$ cat src/rtl/uart_tx_queue.sv
`default_nettype none
// ============================================================================
// Module   : uart_tx_queue
// Purpose  : Byte FIFO feeding a UART transmitter, with strobe/busy handshake,
//            occupancy reporting and sticky overflow / launch-error flags.
// Revision : 1.0 - initial release
// ============================================================================
module uart_tx_queue #(
  parameter int DEPTH_LOG2   = 4,
  parameter int BUSY_TIMEOUT = 15
) (
  input  logic                  clk,
  input  logic                  rst,
  input  logic                  wr_en,
  input  logic [7:0]            wr_data,
  input  logic                  flush,
  input  logic                  clr_flags,
  output logic                  full,
  output logic                  empty,
  output logic [DEPTH_LOG2:0]   count,
  output logic                  overflow,
  output logic                  launch_err,
  output logic                  idle,
  output logic                  uart_transmit,
  output logic [7:0]            uart_tx_byte,
  input  logic                  uart_busy
);

  localparam int                    c_DEPTH      = 2 ** DEPTH_LOG2;
  localparam logic [DEPTH_LOG2:0]   c_FULL_COUNT = c_DEPTH[DEPTH_LOG2:0];
  localparam logic [DEPTH_LOG2:0]   c_CNT_ONE    = {{DEPTH_LOG2{1'b0}}, 1'b1};
  localparam logic [DEPTH_LOG2-1:0] c_PTR_ONE    = c_CNT_ONE[DEPTH_LOG2-1:0];
  localparam logic [7:0]            c_TIMEOUT    = BUSY_TIMEOUT[7:0];

  typedef enum logic [1:0] {
    S_IDLE      = 2'd0,
    S_LAUNCH    = 2'd1,
    S_WAIT_BUSY = 2'd2,
    S_WAIT_DONE = 2'd3
  } state_t;

  state_t                  r_state;
  state_t                  w_state_next;
  logic [7:0]              r_mem [c_DEPTH];
  logic [DEPTH_LOG2-1:0]   r_wr_ptr;
  logic [DEPTH_LOG2-1:0]   r_rd_ptr;
  logic [DEPTH_LOG2:0]     r_count;
  logic [7:0]              r_timer;
  logic                    r_transmit;
  logic [7:0]              r_tx_byte;
  logic                    r_overflow;
  logic                    r_launch_err;

  logic w_full;
  logic w_empty;
  logic w_wr_accept;
  logic w_wr_drop;
  logic w_pop;
  logic w_load_timer;
  logic w_dec_timer;
  logic w_timeout;

  assign w_full      = (r_count == c_FULL_COUNT);
  assign w_empty     = (r_count == '0);
  // Full is judged on the pre-edge count, so a same-cycle pop never rescues a write.
  assign w_wr_accept = wr_en & ~w_full & ~flush;
  assign w_wr_drop   = wr_en &  w_full & ~flush;

  always_comb begin
    w_state_next = r_state;
    w_pop        = 1'b0;
    w_load_timer = 1'b0;
    w_dec_timer  = 1'b0;
    w_timeout    = 1'b0;
    case (r_state)
      S_IDLE: begin
        if (!w_empty && !uart_busy && !flush) begin
          w_pop        = 1'b1;
          w_state_next = S_LAUNCH;
        end
      end
      S_LAUNCH: begin
        w_load_timer = 1'b1;
        w_state_next = S_WAIT_BUSY;
      end
      S_WAIT_BUSY: begin
        if (uart_busy) begin
          w_state_next = S_WAIT_DONE;
        end else if (r_timer <= 8'd1) begin
          // Byte is abandoned here; the UART never accepted it.
          w_timeout    = 1'b1;
          w_state_next = S_IDLE;
        end else begin
          w_dec_timer = 1'b1;
        end
      end
      S_WAIT_DONE: begin
        if (!uart_busy) begin
          w_state_next = S_IDLE;
        end
      end
      default: w_state_next = S_IDLE;
    endcase
  end

  always_ff @(posedge clk) begin
    if (rst) begin
      r_state <= S_IDLE;
    end else begin
      r_state <= w_state_next;
    end
  end

  always_ff @(posedge clk) begin
    if (w_wr_accept) begin
      r_mem[r_wr_ptr] <= wr_data;
    end
  end

  always_ff @(posedge clk) begin
    if (rst) begin
      r_wr_ptr     <= '0;
      r_rd_ptr     <= '0;
      r_count      <= '0;
      r_timer      <= '0;
      r_transmit   <= 1'b0;
      r_tx_byte    <= 8'h00;
      r_overflow   <= 1'b0;
      r_launch_err <= 1'b0;
    end else begin
      r_transmit <= w_pop;
      if (w_pop) begin
        r_tx_byte <= r_mem[r_rd_ptr];
      end

      if (w_wr_accept) begin
        r_wr_ptr <= r_wr_ptr + c_PTR_ONE;
      end

      if (flush) begin
        r_count  <= '0;
        r_rd_ptr <= r_wr_ptr;
      end else begin
        if (w_pop) begin
          r_rd_ptr <= r_rd_ptr + c_PTR_ONE;
        end
        case ({w_wr_accept, w_pop})
          2'b10:   r_count <= r_count + c_CNT_ONE;
          2'b01:   r_count <= r_count - c_CNT_ONE;
          default: r_count <= r_count;
        endcase
      end

      if (w_load_timer) begin
        r_timer <= c_TIMEOUT;
      end else if (w_dec_timer) begin
        r_timer <= r_timer - 8'd1;
      end

      if (w_wr_drop) begin
        r_overflow <= 1'b1;
      end else if (clr_flags) begin
        r_overflow <= 1'b0;
      end

      if (w_timeout) begin
        r_launch_err <= 1'b1;
      end else if (clr_flags) begin
        r_launch_err <= 1'b0;
      end
    end
  end

  assign full          = w_full;
  assign empty         = w_empty;
  assign count         = r_count;
  assign overflow      = r_overflow;
  assign launch_err    = r_launch_err;
  assign idle          = w_empty & (r_state == S_IDLE);
  assign uart_transmit = r_transmit;
  assign uart_tx_byte  = r_tx_byte;

endmodule
`default_nettype wire

$ cat config.mk
export PLATFORM = sky130hd
export DESIGN_NAME = uart_tx_queue
export DESIGN_NICKNAME = d
export VERILOG_FILES = /design/src/rtl/uart_tx_queue.sv
export SDC_FILE = /design/constraint.sdc
export NUM_CORES = 1
export LEC_CHECK = 0
export ABC_AREA = 1
export ABC_CLOCK_PERIOD_IN_PS = 3900
export BUFFER_PORTS_ARGS = -buffer_cell sky130_fd_sc_hd__buf_2
export CORE_MARGIN = 2
export CORE_UTILIZATION = 60
export CTS_CLUSTER_SIZE = 8
export DETAILED_ROUTE_END_ITERATION = 8
export PLACE_DENSITY = 0.8
export SYNTH_ARGS = -nofsm -noshare
export SYNTH_HDL_FRONTEND = slang
export SYNTH_SLANG_ARGS = --single-unit
$ cat constraint.sdc
create_clock -name clk -period 3.9 [get_ports clk]
set_input_delay 0.39 -clock clk [delete_from_list [all_inputs] [get_ports clk]]
set_output_delay 0.39 -clock clk [all_outputs]
set_load 0.02 [all_outputs]
==> flow_metrics.env <==
export IMPL_core_area_um2=12000
export IMPL_rows=40
export IMPL_path_class="flop to flop"
export IMPL_clkLatencyLatePin_ps=430
export IMPL_die_w_um=114
export IMPL_gp_congestion=0.946
export IMPL_hold_violations=0
export IMPL_cts_sinks=162
export IMPL_holdCritStartpoint="clr_flags"
export IMPL_syn_cell_area_um2=7320
export IMPL_synth_edf_count=128
export IMPL_use_met2=0.436
export IMPL_met3_usage=0.0445
export IMPL_worst_pin_slew_ps=914
export IMPL_path_depth=14
export IMPL_routed_wl_um=16300
export IMPL_hpwlAfterDp_um=10100
export IMPL_cp_required_ps=4210
export IMPL_grt_max_degree=69
export IMPL_ys_ff_latch=162
export IMPL_gr_total_overflow=0
export IMPL_slowest_stage="dfxtp_1"
export IMPL_nets=824
export IMPL_worst_setup_path_start_kind="flop"
export IMPL_synth_async_reset_ratio=0
export IMPL_initial_core_util=0.612
export IMPL_area_growth_pct=11.8
export IMPL_seq_area_frac_synth=0.618
export IMPL_viasPerCell=5.63
export IMPL_synth_area_top_cells="edfxtp_1 (52%), nand2_1 (12%), dfxtp_1 (9.3%)"
export IMPL_track_usage=0.263
export IMPL_ant_nets=0
export IMPL_critical_path_buf_inv_count=2
export IMPL_peakVddDrop_mv=0.401
export IMPL_synth_cell_types=32
export IMPL_portBuffers=32
export IMPL_dp_cells=928
export IMPL_max_stage_delay_ps=450
export IMPL_netlist_area_leader_share=0.525
export IMPL_cts_tree="yes"
export IMPL_drcViolationCount=0
export IMPL_powerDensity_nw_per_um2=531
export IMPL_reg2regPathDepth=14
export IMPL_slew_viol_final=0
export IMPL_ys_flop_type="edfxtp_1"
export IMPL_synthCells=778
export IMPL_fp_dieArea_um2=13100
export IMPL_cts_setup_buffers=0
export IMPL_worstHoldPathCells=4
export IMPL_nFillCells=834
export IMPL_drt_pass1_iterations=6
export IMPL_die_h_um=114
export IMPL_busiest_layer="met2"
export IMPL_setup_viol_count_final=0
export IMPL_grt_util_met1=0.337
export IMPL_synth_most_common_cell="nand2_1"
export IMPL_finalPower_uw=4340
export IMPL_critPathLaunch="count[0]"
export IMPL_post_cts_resized=0
export IMPL_p_leak_uw=0.00349
export IMPL_fmax_mhz=365
export IMPL_final_setup_skew_ps=9.88
export IMPL_post_route_period_util=0.702
export IMPL_routedWlPerCell_um=17.0
export IMPL_synth_fp_nets=802
export IMPL_cts_hold_buf=0
export IMPL_fin_crit_ps=2740
export IMPL_htree_levels=4
export IMPL_cp_cell_sequence="nor2_1 -> nand4_2 -> nand3_2 -> inv_2 -> ha_1 -> xor2_1 -> ha_1 -> inv_1 -> nand2_1 -> nand3_1 -> nand3_1 -> nand2_1 -> nand2_1 -> a21oi_1"
export IMPL_diodes=0
export IMPL_setup_tns_ps=0
export IMPL_hold_class="primary input to flop"
export IMPL_crit_arrival_ps=3050
export IMPL_cap_violations=0
export IMPL_drive_gt1_frac=0.0935
export IMPL_critPathMaxFanout=19
export IMPL_rsz0062_at_grt="false"
export IMPL_antenna_found_initial=0
export IMPL_cts_buffers=17
export IMPL_avgSynthCellArea_um2=9.41
export IMPL_ys_warn_count=0
export IMPL_cts_buffer_depth=2
export IMPL_clk_pin_slew_ps=60
export IMPL_vias=5406
export IMPL_cp_end_kind="flop"
export IMPL_cts_root_buf="clkbuf_16"
export IMPL_synthTopCellsByCount="nand2_1 (228), edfxtp_1 (128), inv_1 (111)"
export IMPL_grt_pass1_wl_um=25500
export IMPL_timing_rr_start="count[0]"
export IMPL_yosysTopAreaCell="edfxtp_1"
export IMPL_grt_pass1_vias=5128
export IMPL_ioPinCount=33
export IMPL_drtIter0Drc=666
export IMPL_slew_headroom=0.390
export IMPL_path_common_cell="nand2_1"
export IMPL_cpLargestDelayFamily="simple AND/OR/NAND/NOR gates"
export IMPL_stdcell_count=960
export IMPL_outcome="finished, final reports clean"
[cell usage in the layout, fill, tap and decap left out]
cell type / netlist / final
edfxtp_1: 128 / 128
clkbuf_16: 0 / 17
nor2_1: 50 / 50
a21oi_2: 3 / 3
nand3_2: 2 / 2
nand2_2: 1 / 1
o211ai_1: 1 / 1
a211oi_1: 1 / 1
inv_4: 1 / 1
clkbuf_1: 7 / 2
nor3_1: 1 / 1
or2_2: 2 / 2
dfxtp_2: 0 / 1
inv_6: 0 / 3
o21a_1: 8 / 8
xnor2_1: 4 / 4
bufinv_16: 0 / 7
a21oi_1: 21 / 21
o21ai_0: 16 / 16
o21ai_1: 2 / 2
nand4_1: 6 / 6
clkinv_4: 0 / 1
clkinv_1: 1 / 3
inv_2: 3 / 3
buf_4: 4 / 2
ha_1: 10 / 10
xor2_1: 6 / 6
nand4_2: 1 / 1
nand2_1: 228 / 228
dfxtp_1: 34 / 33
nand3_1: 106 / 106
inv_1: 111 / 111
buf_2: 15 / 32
[flip-flops by register name, summed over array words and instances (netlist names), 2 cells and up]
| register | cells |
|---|---|
| uart_tx_byte | 8 |
| count | 5 |
| r_wr_ptr | 4 |
| r_state | 2 |
| r_timer | 8 |
| r_mem | 128 |
| r_rd_ptr | 4 |
[power by group]
| part | switching, uW | internal [uW] | total, uW |
|---|---|---|---|
| registers | 32.7 | 1900 | 1930 |
| logic | 319 | 160 | 478 |
| clock network | 667 | 1270 | 1930 |
| total | 1020 | 3330 | 4340 |
[cell type report]
cell class / instances / area (um2) / share of cell area
Clock buffer: 19 / 433 / 0.0529
Clock inverter: 13 / 253 / 0.0309
Inverter: 116 / 438 / 0.0535
Multi-Input combinational cell: 469 / 2180 / 0.266
Sequential cell: 162 / 4530 / 0.553
Tap cell: 147 / 184 / 0.0225
Timing Repair Buffer: 34 / 175 / 0.0214
[per-layer routing]
metal / wire length (um) / up-vias
li1: - / 2565
met1: 6360 / 2542
met2: 8210 / 249
met3: 1230 / 50
met4: 475 / 0
met5: 0 / -
[tightest hold or removal path, delay by kind of cell]
kind	cells	cell delay, ps
buffers and inverters	2	120
AOI/OAI and AO/OA	1	60
and+or+nand+nor	1	50
[cell families (layout without fill, tap and decap cells)]
logic type               count (synthesis)  in the layout  synth area share
AND/OR/NAND/NOR                        397            397             0.228
flip-flops                             162            162             0.618
buffers and inverters                  147            182            0.0851
AO/OA/AOI/OAI                           52             52            0.0405
adder cells (fa/ha/maj)                 10             10            0.0171
XOR/XNOR                                10             10            0.0120
[through the flow]
step	instance area, um2	hold slack, ps	setup slack (ps)	util
finish	8190	232	1160	0.684
global route	8190	243	996	0.684
CTS	8190	216	1250	0.684
detailed placement	7500	457	1320	0.627
global placement	7500	450	1470	0.627
floorplan	7320	447	1590	-
[final timing paths]
| path | end | slack [ps] |
|---|---|---|
| setup / recovery | count[4] | 1160 |
| hold reg to reg | launch_err | 470 |
| hold / removal | launch_err | 230 |
| setup reg to reg | count[4] | 1160 |
No activity file was read; power rests on OpenSTA's default activity.
